==> src/rtl/scrambler_pkg.sv <==
// Shared scrambler word/key types, used by the arbiter and the scrambler bench.
package scrambler_pkg;
  localparam int DATA_W = 32;
  localparam int KEY_W  = 16;

  typedef logic [DATA_W-1:0] scr_word_t;
  typedef logic [KEY_W-1:0]  scr_key_t;
endpackage

==> src/rtl/scr_rsp_fifo.sv <==
// Result FIFO of {id, word} entries; pointers wrap at FIFO_DEPTH (not
// necessarily a power of two). The head reads as zero while the FIFO is empty.
module scr_rsp_fifo #(
  parameter  int WIDTH      = 34,
  parameter  int FIFO_DEPTH = 4,
  localparam int PTR_W      = $clog2(FIFO_DEPTH),
  localparam int CNT_W      = $clog2(FIFO_DEPTH + 1)
) (
  input  logic             clk,
  input  logic             rst,
  input  logic             push_i,
  input  logic [WIDTH-1:0] wdata_i,
  input  logic             pop_i,
  output logic [WIDTH-1:0] rdata_o,
  output logic [CNT_W-1:0] count_o
);
  logic [WIDTH-1:0] mem_q [FIFO_DEPTH];
  logic [PTR_W-1:0] wr_q, wr_d, rd_q, rd_d;
  logic [CNT_W-1:0] count_q, count_d;
  logic             pop_s, full_s;

  assign pop_s   = pop_i && (count_q != '0);
  assign full_s  = (count_q == CNT_W'(FIFO_DEPTH));
  assign count_o = count_q;
  assign rdata_o = (count_q == '0) ? '0 : mem_q[rd_q];

  always_comb begin
    wr_d    = wr_q;
    rd_d    = rd_q;
    count_d = count_q;
    if (push_i) begin
      wr_d = (wr_q == PTR_W'(FIFO_DEPTH - 1)) ? '0 : wr_q + 1'b1;
    end else begin
      wr_d = wr_q;
    end
    if (pop_s) begin
      rd_d = (rd_q == PTR_W'(FIFO_DEPTH - 1)) ? '0 : rd_q + 1'b1;
    end else begin
      rd_d = rd_q;
    end
    case ({push_i, pop_s})
      2'b10:   count_d = count_q + 1'b1;
      2'b01:   count_d = count_q - 1'b1;
      default: count_d = count_q;
    endcase
  end

  always_ff @(posedge clk or posedge rst) begin
    if (rst) begin
      wr_q    <= '0;
      rd_q    <= '0;
      count_q <= '0;
    end else begin
      wr_q    <= wr_d;
      rd_q    <= rd_d;
      count_q <= count_d;
    end
  end

  // Storage needs no reset: the head is masked to zero while empty.
  always_ff @(posedge clk) begin
    if (push_i) begin
      mem_q[wr_q] <= wdata_i;
    end
  end

  scr_rsp_fifo_chk u_chk (
    .clk    (clk),
    .rst    (rst),
    .push_i (push_i),
    .pop_i  (pop_s),
    .full_i (full_s)
  );
endmodule

==> src/rtl/scr_rsp_fifo_chk.sv <==
// Simulation-only checker for the response FIFO: a push into a full FIFO
// means the credit accounting upstream is broken.
module scr_rsp_fifo_chk (
  input logic clk,
  input logic rst,
  input logic push_i,
  input logic pop_i,
  input logic full_i
);
  no_overflow_a: assert property (@(posedge clk) disable iff (rst)
    !(push_i && full_i && !pop_i));
endmodule

==> src/rtl/scrambler_arb.sv <==
// Round-robin arbiter sharing one external scrambler among NREQ requesters,
// with credit-based flow control into a tagged result FIFO.
module scrambler_arb
  import scrambler_pkg::*;
#(
  parameter  int NREQ       = 4,
  parameter  int FIFO_DEPTH = 4,
  localparam int ID_W       = $clog2(NREQ),
  localparam int CNT_W      = $clog2(FIFO_DEPTH + 1),
  localparam int SUM_W      = CNT_W + 1
) (
  input  logic                   clk,
  input  logic                   rst,
  input  logic [NREQ-1:0]        req_valid,
  output logic [NREQ-1:0]        req_ready,
  input  logic [NREQ*DATA_W-1:0] req_data,
  input  logic [NREQ*KEY_W-1:0]  req_key,
  output logic                   scr_enable,
  output scr_word_t              scr_data,
  output scr_key_t               scr_pad_key,
  input  scr_word_t              scr_dout,
  input  logic                   scr_pushout,
  output logic                   rsp_valid,
  input  logic                   rsp_ready,
  output scr_word_t              rsp_data,
  output logic [ID_W-1:0]        rsp_id,
  output logic                   err
);
  logic [ID_W-1:0]        last_grant_q, last_grant_d;
  logic [ID_W-1:0]        pend_id_q, pend_id_d;
  logic                   inflight_q, inflight_d;
  logic                   err_q, err_d;
  logic [ID_W-1:0]        grant_id_s;
  logic                   found_s, credit_ok_s, issue_s, push_s, pop_s;
  logic [CNT_W-1:0]       fifo_count_s;
  logic [SUM_W-1:0]       occ_s;
  logic [ID_W+DATA_W-1:0] fifo_rdata_s;

  // A word popped this cycle is still counted, so credit frees one cycle late.
  assign occ_s       = SUM_W'(fifo_count_s) + SUM_W'(inflight_q);
  assign credit_ok_s = (occ_s < SUM_W'(FIFO_DEPTH));
  assign issue_s     = found_s && credit_ok_s && !rst;

  always_comb begin
    found_s    = 1'b0;
    grant_id_s = '0;
    for (int i = 1; i <= NREQ; i++) begin
      if (!found_s && req_valid[ID_W'((int'(last_grant_q) + i) % NREQ)]) begin
        found_s    = 1'b1;
        grant_id_s = ID_W'((int'(last_grant_q) + i) % NREQ);
      end else begin
        found_s    = found_s;
      end
    end
  end

  always_comb begin
    req_ready   = '0;
    scr_enable  = 1'b0;
    scr_data    = '0;
    scr_pad_key = '0;
    if (issue_s) begin
      req_ready[grant_id_s] = 1'b1;
      scr_enable            = 1'b1;
      scr_data              = req_data[int'(grant_id_s)*DATA_W +: DATA_W];
      scr_pad_key           = req_key[int'(grant_id_s)*KEY_W +: KEY_W];
    end else begin
      scr_enable            = 1'b0;
    end
  end

  always_comb begin
    last_grant_d = issue_s ? grant_id_s : last_grant_q;
    pend_id_d    = issue_s ? grant_id_s : pend_id_q;
    inflight_d   = issue_s;
    push_s       = scr_pushout && inflight_q;
    err_d        = err_q || (scr_pushout && !inflight_q);
  end

  always_ff @(posedge clk or posedge rst) begin
    if (rst) begin
      last_grant_q <= ID_W'(NREQ - 1);
      pend_id_q    <= '0;
      inflight_q   <= 1'b0;
      err_q        <= 1'b0;
    end else begin
      last_grant_q <= last_grant_d;
      pend_id_q    <= pend_id_d;
      inflight_q   <= inflight_d;
      err_q        <= err_d;
    end
  end

  scr_rsp_fifo #(
    .WIDTH      (ID_W + DATA_W),
    .FIFO_DEPTH (FIFO_DEPTH)
  ) u_fifo (
    .clk     (clk),
    .rst     (rst),
    .push_i  (push_s),
    .wdata_i ({pend_id_q, scr_dout}),
    .pop_i   (pop_s),
    .rdata_o (fifo_rdata_s),
    .count_o (fifo_count_s)
  );

  assign rsp_valid = (fifo_count_s != '0);
  assign pop_s     = rsp_valid && rsp_ready;
  assign rsp_data  = fifo_rdata_s[DATA_W-1:0];
  assign rsp_id    = fifo_rdata_s[ID_W+DATA_W-1 -: ID_W];
  assign err       = err_q;
endmodule

==> config.mk <==
export PLATFORM = sky130hd
export DESIGN_NAME = scrambler_arb
export DESIGN_NICKNAME = d
export VERILOG_FILES = /design/src/rtl/scrambler_pkg.sv /design/src/rtl/scr_rsp_fifo.sv /design/src/rtl/scr_rsp_fifo_chk.sv /design/src/rtl/scrambler_arb.sv
export SDC_FILE = /design/constraint.sdc
export NUM_CORES = 1
export LEC_CHECK = 0
export CAP_MARGIN = 20
export CORE_MARGIN = 4
export CORE_UTILIZATION = 39
export DETAILED_ROUTE_END_ITERATION = 8
export MAX_ROUTING_LAYER = met4
export PLACE_DENSITY = 0.81
export REMOVE_ABC_BUFFERS = 1
export SYNTH_ARGS = -nofsm -noshare
export SYNTH_HDL_FRONTEND = slang
export SYNTH_HIERARCHICAL = 1
export SYNTH_SLANG_ARGS = --single-unit
==> constraint.sdc <==
create_clock -name clk -period 2 [get_ports clk]
set_input_delay 0.5 -clock clk [delete_from_list [all_inputs] [get_ports clk]]
set_output_delay 0.5 -clock clk [all_outputs]
set_load 0.01 [all_outputs]
# --- After elaboration in Yosys (flattened, before gate mapping) ---
# Memories as Yosys holds them, arrays and structs flattened.
# Cells that the tools add are included.
classes:
  shifts: 2
  muxes: 32
  n_reduce_logical: 19
  order_cmp: 7
  eq_ne: 4
  n_addsub: 9
ops:
  columns: ["operator", "n"]
  rows:
  - ["128-bit by 8-bit indexed part select with 32-bit output", 1]
  - ["64-bit by 7-bit indexed part select with 16-bit output", 1]
  - ["34-bit 2-to-1 mux", 1]
  - ["32-bit 2-to-1 mux", 1]
  - ["2-bit by 4-bit < comparator with 1-bit output (second input constant)", 4]
  - ["1-bit 2-to-1 mux", 16]
  - ["16-bit 2-to-1 mux", 1]
  - ["2-bit 2-to-1 mux", 6]
  - ["1-bit logical AND", 10]
  - ["2-bit by 1-bit adder with 2-bit output (second input constant)", 4]
  - ["1-bit binary-select mux with 2-bit select", 4]
  - ["2-bit equality test (second input constant)", 3]
  - ["3-bit case mux with 2 select lines", 1]
  - ["1-bit logical NOT", 5]
  - ["2-bit adder (second input constant)", 2]
  - ["3-bit by 1-bit adder with 4-bit output", 1]
  - ["4-bit by 3-bit < comparator with 1-bit output (second input constant)", 1]
  - ["4-bit 2-to-1 mux", 1]
  - ["3-bit by 1-bit adder with 3-bit output (second input constant)", 1]
  - ["3-bit logical NOT", 1]
  - ["2-bit by 3-bit < comparator with 1-bit output (second input constant)", 1]
  - ["3-bit nonzero test", 1]
  - ["3-bit by 1-bit subtractor with 3-bit output (second input constant)", 1]
  - ["1-bit demux with 2-bit select", 1]
  - ["4 further kinds", 4]
totals:
  ramBits: 136
  register_bits: 13
  wordCells: 81
  inputBits: 232
  out_inout_bits: 89
  n_memories: 1
memory_table:
  columns: ["memory", "words", "word_bits", "rd", "rd_clocked_by_memory_dff", "write_ports", "line", "text"]
  rows:
  - ["u_fifo.mem_q", 4, 34, 1, 0, 1, "scr_rsp_fifo.sv:17", "logic [WIDTH-1:0] mem_q [FIFO_DEPTH];"]

# --- Longest topological paths before layout ---
# Gate-level depths: netlist of run 1.
logic_depth:
  ltp_word: 19
  ltp_mapped: 9
  ltp_nobuf: 9

# --- Modules after synthesis ---
# The synthesis of run 1 kept the hierarchy.
modules_own_cells:
  columns: ["module", "n_inst", "seq_area_each_um2", "area_each_um2", "cells_per_inst"]
  rows:
  - ["scr_rsp_fifo", 1, 4259.1, 5569.1, 254]
  - ["scrambler_arb", 1, 152.6, 1849.3, 205]

# --- Worst setup path after synthesis of run 1 ---
# OpenSTA, ideal clock, no wires.
synth_timing:
  path_type: "input port to output port"
  from: "in rst"
  to: "out scr_data[24]"
  path_stages: 5
  n_path_buf: 1
  slack_ps: -212
  arrival_ps: 1712
  required_ps: 1500
  path_cell_list: "a311o_1 nor2_2 nand2_1 buf_2 o22ai_1"
synth_via:
  elab_chain_cells: 3
synth_lines:
  columns: ["element", "line", "text"]
  rows:
  - ["start: declaration", "scrambler_arb.sv:13", "input logic rst,"]
  - ["1-bit logical NOT (no source line)", null, null]
  - ["1-bit logical AND", "scrambler_arb.sv:42", "assign issue_s = found_s && credit_ok_s && !rst;"]
  - ["32-bit 2-to-1 mux", "scrambler_arb.sv:62", "if (issue_s) begin"]
  - ["end: declaration", "scrambler_arb.sv:19", "output scr_word_t scr_data,"]
# No other way between the ends.

# --- Worst setup path in the final report of run 1 ---
layout_timing:
  from: "reg last_grant_q[1]"
  to: "out scr_data[5]"
layout_via:
  elab_chain_cells: 17
  word_cells_on_any_way: 34
  classes_between: "4 x add/sub; 1 x shift; 21 x mux; 8 x reduce/logical"
layout_lines:
  columns: ["element", "line", "text"]
  rows:
  - ["start: declaration", "scrambler_arb.sv:29", "logic [ID_W-1:0] last_grant_q, last_grant_d;"]
  - ["start signal: assignment", "scrambler_arb.sv:82", "last_grant_q <= ID_W'(NREQ - 1);"]
  - ["start signal: assignment", "scrambler_arb.sv:87", "last_grant_q <= last_grant_d;"]
  - ["branches (longest 16 deep; another with 2-bit by 1-bit adder with 2-bit output)", null, null]
  - ["32-bit 2-to-1 mux *", "scrambler_arb.sv:62", null]
# Every way passes the cells marked *. The select of a mux whose other input is x is not followed.

==> results of run 1 <==
-- registers in the layout, indices dropped and copies added, names as in the netlist --
signal and count:
err 1, inflight_q 1, u_fifo/mem_q 136, pend_id_q 2
u_fifo/count_o 3, u_fifo/rd_q 2, u_fifo/wr_q 2, last_grant_q 2
-- per-stage QoR --
step | std cells | TNS [ns] | util (%)
finish | 1121 | -54.63 | 68.5
global route | 1121 | -63.49 | 68.5
CTS | 1116 | -62.57 | 66.7
detailed placement | 1039 | -76.45 | 60.2
global placement | 1039 | -72.41 | 60.2
floorplan | 426 | -216.76 | -
-- per-layer routing --
metal | global-route usage, % | vias to the layer above | wire length [µm]
met5 | - | - | 0
met4 | 4.61 | 0 | 268
met3 | 5.51 | 23 | 1690
met2 | 43.3 | 265 | 14300
met1 | 25.4 | 2965 | 9220
li1 | - | 2661 | -
-- final timing paths --
| path | cells past startpoint | to |
|---|---|---|
| setup reg to reg | 10 | u_fifo/count_o[2] |
| hold / removal | 2 | err |
| hold reg to reg | 1 | err |
| max in group asynchronous | 2 | u_fifo/rd_q[0] |
| min in group clk | 1 | err |
| setup / recovery | 9 | scr_data[5] |
-- cell families after synthesis --
logic type,synth area share [%]
XOR/XNOR,0.354
AND/OR/NAND/NOR,4.98
AO/OA/AOI/OAI,5.11
adder cells (fa/ha/maj),1.28
flip-flops,59.5
multiplexers,24.2
buffers and inverters,4.66
-- synthesized netlist by cell type (2+ instances only) --
master / instances
edfxtp_1: 136
mux2i_1: 98
o22ai_1: 48
nor2b_1: 36
mux4_2: 34
buf_2: 15
dfrtp_1: 11
inv_1: 10
and2_1: 6
buf_12: 6
ha_1: 6
nor2_1: 5
buf_6: 4
clkbuf_1: 4
mux2_2: 4
nand2_1: 4
nand2b_1: 4
o21ai_0: 4
buf_8: 3
a21oi_1: 2
dfstp_2: 2
or3_1: 2
xor2_1: 2
-- power groups by stage --
stage / combinational [W] / clock, W / sequential, W
5_1_grt: 0.00948 / 0.00353 / 0.00398
4_1_cts: 0.00820 / 0.00336 / 0.00395
2_1_floorplan: 0.00337 / 0 / 0.00421
3_3_place_gp: 0.00682 / 0 / 0.00400
3_5_place_dp: 0.00691 / 0 / 0.00402
6_report: 0.00894 / 0.00335 / 0.00395
-- worst max-delay path: cells and delay by family (launching register included) --
family | cells | cell delay [ns]
buf+inv | 4 | 0.59
flops | 1 | 0.55
compound gates | 3 | 0.47
mux | 2 | 0.31
-- what timing repair did --
item	4_1_cts	5_1_grt
resized for setup	429	111
gates cloned	8	2
setup buffers	37	18
setup endpoints to repair	90	90
pin swaps	13	21
-- area by class of cell --
cell class,instances,area (µm²)
Timing Repair Buffer,429,4370
Tap cell,234,293
Multi-Input combinational cell,267,3070
Fill cell,1241,5890
Clock buffer,22,474
Sequential cell,149,4410
Inverter,10,37.5
Clock inverter,10,154
==> Flow_metrics.wiki, run 1 <==
{| class="wikitable"
! Metric !! Value
|-
| Outcome || finished with violations
|-
| Violations in the final reports || setup timing
|-
| Tightest Hold Check Type || input pin to async pin
|-
| R2r startpoint || u_fifo/count_o[1]
|-
| Dominant cell type by area after synthesis || edfxtp_1
|-
| Clock tree from TritonCTS || done
|-
| Worst Clk Skew || 0.00928 ns
|-
| Timing-limited maximum frequency || 351 MHz
|-
| Max Root-Sink Buffers || 2
|-
| Yosys Warn Count || 6
|-
| Share of synthesized registers carrying an async set or reset || 8.72%
|-
| Number of synthesized flops with an enable pin || 136
|-
| Slowest CP cell || dfstp_2
|-
| DRT antenna net count || 0
|-
| Standard-cell rows || 50
|-
| Clk pin slew, worst setup/hold paths || 0.06 ns
|-
| Pre-CTS worst setup slack || -1.34 ns
|-
| Sequential share of power || 24.3%
|-
| Final min period || 2.85 ns
|-
| Post-place instance area || 11300 µm²
|-
| Final worst hold slack || 0.0578 ns
|-
| Slew HR || 74.5%
|-
| Share of total power in combinational logic || 55.0%
|-
| Finished layout cell area || 12800 µm²
|-
| Detailed Route WL || 25500 µm
|-
| Clock Sinks || 149
|-
| Max-cap check violation count || 0
|-
| Internal power || 0.0112 W
|-
| Number of clock buffers inserted by TritonCTS || 17
|-
| Final Wtd Congestion || 0.939
|-
| Primary FF master, synth || edfxtp_1
|-
| Overflow after GRT || 0
|-
| CP cell instances || mux2i_1 > o22a_1 > o21ai_4 > buf_12 > buf_12 > buf_6 > mux2i_1 > o22ai_1 > buf_2
|-
| Layout cell share with drive strength beyond 1 || 37.1%
|-
| Maximum single-stage delay on the critical path || 0.55 ns
|-
| Proportion of power drawn by the clock network || 20.6%
|-
| Placed wire-length estimate || 16800 µm
|-
| Net switching power || 0.00503 W
|-
| Largest net degree at the start of global routing || 35
|-
| Clock latency at the later pin of the worst-skew pair || 0.41 ns
|-
| Worst-Margin Slew || 0.381 ns
|-
| Kind of start point of the critical path || flip-flop
|-
| Post-synthesis instance total || 459
|-
| CTS root buffer || clkbuf_16
|-
| CTS Hold Buffers Added || 0
|-
| Maximum fanout along the worst path || 7
|-
| Initial antenna violation count || 0
|-
| Synthesized cell area || 7420 µm²
|-
| Via count || 5914
|-
| Wire per inst || 22.8 µm
|-
| Area enclosed by the die boundary || 21300 µm²
|-
| RSZ-0062 raised after global routing || true
|-
| First-pass GRT wire length || 36600 µm
|-
| Crit Path Class || flip-flop to output port
|-
| N_diodes || 0
|-
| # H-tree levels || 4
|-
| Initial drt markers || 214
|-
| Area growth, synth to finish || 72.7%
|-
| Number of search-and-repair iterations in the first detailed-routing pass || 5
|-
| Horizontal extent of the die || 146 µm
|-
| Peak VDD IR || 0.851 mV
|-
| Worst path required time || 1.50 ns
|-
| Top area cells in the synthesized netlist || edfxtp_1 (55%), mux2i_1 (13%), mux4_2 (10%), o22ai_1 (4.0%), dfrtp_1 (3.7%)
|-
| Register-to-Register Setup Slack || -0.09 ns
|-
| Final hold violation count || 0
|-
| Commonest cells after routing, fill and taps aside || clkdlybuf4s50_1 (227), edfxtp_1 (136), mux2i_1 (84)
|-
| Least setup slack across all paths after layout || -0.848 ns
|-
| Sum of internal, switching and leakage power || 0.0162 W
|-
| First element of the critical path || last_grant_q[1]
|-
| Routed via count divided by cell count || 5.28
|-
| Portion of synthesized cell area occupied by the leading cell type || 55.1%
|-
| Most common library cell in the layout ignoring fill and taps || clkdlybuf4s50_1
|-
| Crit share post-route || 142%
|-
| Element type at the critical path end || output port
|-
| Arrival time of data at the critical path endpoint || 2.35 ns
|-
| Tot GR Track Use || 23.3%
|-
| Initial Utilization || 39.7%
|-
| Number of max-slew violations in the final report || 0
|-
| I/O pins || 321
|-
| Total of flip-flops plus latches after synthesis || 149
|-
| Switching share of total power || 31.0%
|-
| Cell leakage power || 5.18 nW
|-
| Placeable core area || 18700 µm²
|-
| Via count of the first global-routing pass || 6292
|-
| Post-synthesis sequential area ratio || 59.5%
|-
| Buffers on Ports || 320
|-
| Synthesized area per cell || 16.2 µm²
|-
| Count of final setup violators || 90
|-
| Final net count || 1113
|-
| Height of the chip || 146 µm
|-
| Power density relative to cell area || 1270 nW/µm²
|-
| Number of design rule violations left after detail routing || 0
|-
| Count of different cell masters after synthesis || 36
|}
(Power assumes the default switching activity.)
==> run 2: changes to the inputs <==
Settings changed: PLACE_DENSITY 0.81 to 0.89.
==> run 2 against run 1 <==
The flow still finishes with violations (setup timing). First-iteration DRC count rose by 36%. Largest power group unchanged. Clock-buffer cell count shrank 3. Critical endpoint is now scr_data[19]. Critical path type unchanged. Worst setup slack got worse by 0.027 ns.
==> Flow_metrics.wiki, run 2 (same netlist as run 1, synthesis figures left out) <==
{| class="wikitable"
! Metric !! Value
|-
| Overflow after GRT || 0
|-
| Most common library cell in the layout ignoring fill and taps || clkdlybuf4s50_1
|-
| Initial Utilization || 39.7%
|-
| Share of total power in combinational logic || 56.6%
|-
| Max-cap check violation count || 0
|-
| Routed via count divided by cell count || 5.28
|-
| Max Root-Sink Buffers || 2
|-
| Standard-cell rows || 50
|-
| RSZ-0062 raised after global routing || true
|-
| Number of max-slew violations in the final report || 0
|-
| Clock Sinks || 149
|-
| Initial drt markers || 292
|-
| Worst Clk Skew || 0.00924 ns
|-
| Crit share post-route || 144%
|-
| Horizontal extent of the die || 146 µm
|-
| Net switching power || 0.00519 W
|-
| Wire per inst || 23.8 µm
|-
| Number of design rule violations left after detail routing || 0
|-
| Timing-limited maximum frequency || 348 MHz
|-
| Power density relative to cell area || 1270 nW/µm²
|-
| Element type at the critical path end || output port
|-
| Initial antenna violation count || 4
|-
| CTS root buffer || clkbuf_16
|-
| Maximum fanout along the worst path || 17
|-
| Clock tree from TritonCTS || done
|-
| Number of search-and-repair iterations in the first detailed-routing pass || 5
|-
| Sequential share of power || 24.2%
|-
| CTS Hold Buffers Added || 0
|-
| First-pass GRT wire length || 37700 µm
|-
| Final min period || 2.88 ns
|-
| Post-route setup TNS || -55.50 ns
|-
| Switching share of total power || 31.7%
|-
| Sum of internal, switching and leakage power || 0.0164 W
|-
| Clock latency at the later pin of the worst-skew pair || 0.42 ns
|-
| Commonest cells after routing, fill and taps aside || clkdlybuf4s50_1 (227), edfxtp_1 (136), mux2i_1 (81)
|-
| Detailed Route WL || 26800 µm
|-
| Proportion of power drawn by the clock network || 19.2%
|-
| Outcome || finished with violations
|-
| Kind of start point of the critical path || flip-flop
|-
| # H-tree levels || 4
|-
| Height of the chip || 146 µm
|-
| Crit Path Class || flip-flop to output port
|-
| Worst-Margin Slew || 0.321 ns
|-
| Area growth, synth to finish || 74.4%
|-
| Placed wire-length estimate || 18300 µm
|-
| DRT antenna net count || 0
|-
| Clk pin slew, worst setup/hold paths || 0.06 ns
|-
| Least setup slack across all paths after layout || -0.876 ns
|-
| Final Wtd Congestion || 0.852
|-
| I/O pins || 321
|-
| Final core area utilization || 69.2%
|-
| Arrival time of data at the critical path endpoint || 2.38 ns
|-
| Peak VDD IR || 0.952 mV
|-
| Slew HR || 78.6%
|-
| Cell leakage power || 5.20 nW
|-
| Fill cells || 1193
|-
| Buffers on Ports || 320
|-
| Final hold violation count || 0
|-
| Count of final setup violators || 90
|-
| Area enclosed by the die boundary || 21300 µm²
|-
| Tot GR Track Use || 24.5%
|-
| Most flops, register || u_fifo/mem_q
|-
| Tightest Hold Check Type || input pin to async pin
|-
| Via count || 5950
|-
| Internal power || 0.0112 W
|-
| Worst path required time || 1.50 ns
|-
| Placeable core area || 18700 µm²
|-
| Largest net degree at the start of global routing || 36
|-
| Max FFs per register || 136
|-
| Layout cell share with drive strength beyond 1 || 38.4%
|-
| Final net count || 1114
|-
| Number of clock buffers inserted by TritonCTS || 17
|-
| Violations in the final reports || setup timing
|-
| Via count of the first global-routing pass || 6383
|}
[run 2: cell count changes in the layout (fill, tap and decap cells not counted), moves of 5 or more]
cell     previous run  this run
buf_2              57        52
buf_4              40        33
buf_6              61        70
mux2i_2             7        14
o22ai_1            44        39
[run 2: timing repair]
item / 4_1_cts / 5_1_grt
gates cloned: 7 / 2
gates resized for setup: 439 / 126
endpoints found under the setup margin: 90 / 90
hold endpoints to repair: 0 / 0
pin swaps: 14 / 20
setup buffers: 30 / 19
[run 2: final cells by class]
| type | instances | area [µm²] | share of cell area [%] |
|---|---|---|---|
| Antenna cell | 4 | 10.0 | 0.0774 |
| Clock buffer | 19 | 433 | 3.35 |
| Clock inverter | 13 | 156 | 1.21 |
| Inverter | 10 | 37.5 | 0.290 |
| Multi-Input combinational cell | 267 | 3100 | 24.0 |
| Sequential cell | 149 | 4410 | 34.1 |
| Tap cell | 234 | 293 | 2.26 |
| Timing Repair Buffer | 430 | 4490 | 34.7 |
[run 2: power by group through the flow]
stage | Combinational (W) | Sequential (W) | Clock [W]
floorplan | 0.00337 | 0.00421 | 0
CTS | 0.00814 | 0.00396 | 0.00317
detailed placement | 0.00697 | 0.00403 | 0
global route | 0.00975 | 0.00399 | 0.00336
finish | 0.00927 | 0.00396 | 0.00315
global placement | 0.00686 | 0.00401 | 0
[run 2: worst max-delay path, stage by stage, from the launching register on]
cell and delay, ns:
dfstp_2 0.58, mux2i_1 0.21, o22a_1 0.18, o21ai_4 0.08
buf_12 0.16, buf_12 0.16, buf_6 0.12, mux2i_1 0.11
o22ai_1 0.16, buf_2 0.17
[run 2: metrics by stage]
step / hold WS, ns / setup WS (ns) / cells / area, µm²
CTS: 0.274 / -0.910 / 1108 / 12400
global placement: 0.448 / -1.24 / 1039 / 11300
global route: 0.288 / -0.973 / 1126 / 12900
finish: 0.280 / -0.876 / 1126 / 12900
detailed placement: 0.473 / -1.35 / 1039 / 11300
floorplan: 0.290 / -3.52 / 426 / 7110
[run 2: layer usage]
layer  global-route usage, %  part of all wire [%]
met1                    25.5                    35
met2                    44.5                    55
met3                    6.57                   6.6
met4                    8.83                   2.9
met5                       -                     0
[run 2: path summary, 6_finish.rpt]
path,start,to,slack [ns],depth (start not counted)
worst max-delay path,last_grant_q[1],scr_data[19],-0.88,9
worst min-delay path,rst,err,0.28,3
worst max register to register,u_fifo/count_o[2],u_fifo/count_o[2],-0.15,11
worst min register to register,err,err,0.48,1
max in group asynchronous,rst,u_fifo/rd_q[1],1.43,3
min in group clk,err,err,0.48,1
==> run 3: changes to the inputs <==
Settings changed: CAP_MARGIN 20 to unset.
==> results of run 3 <==
The final DEF is identical to that of run 2; final timing and power are the same.
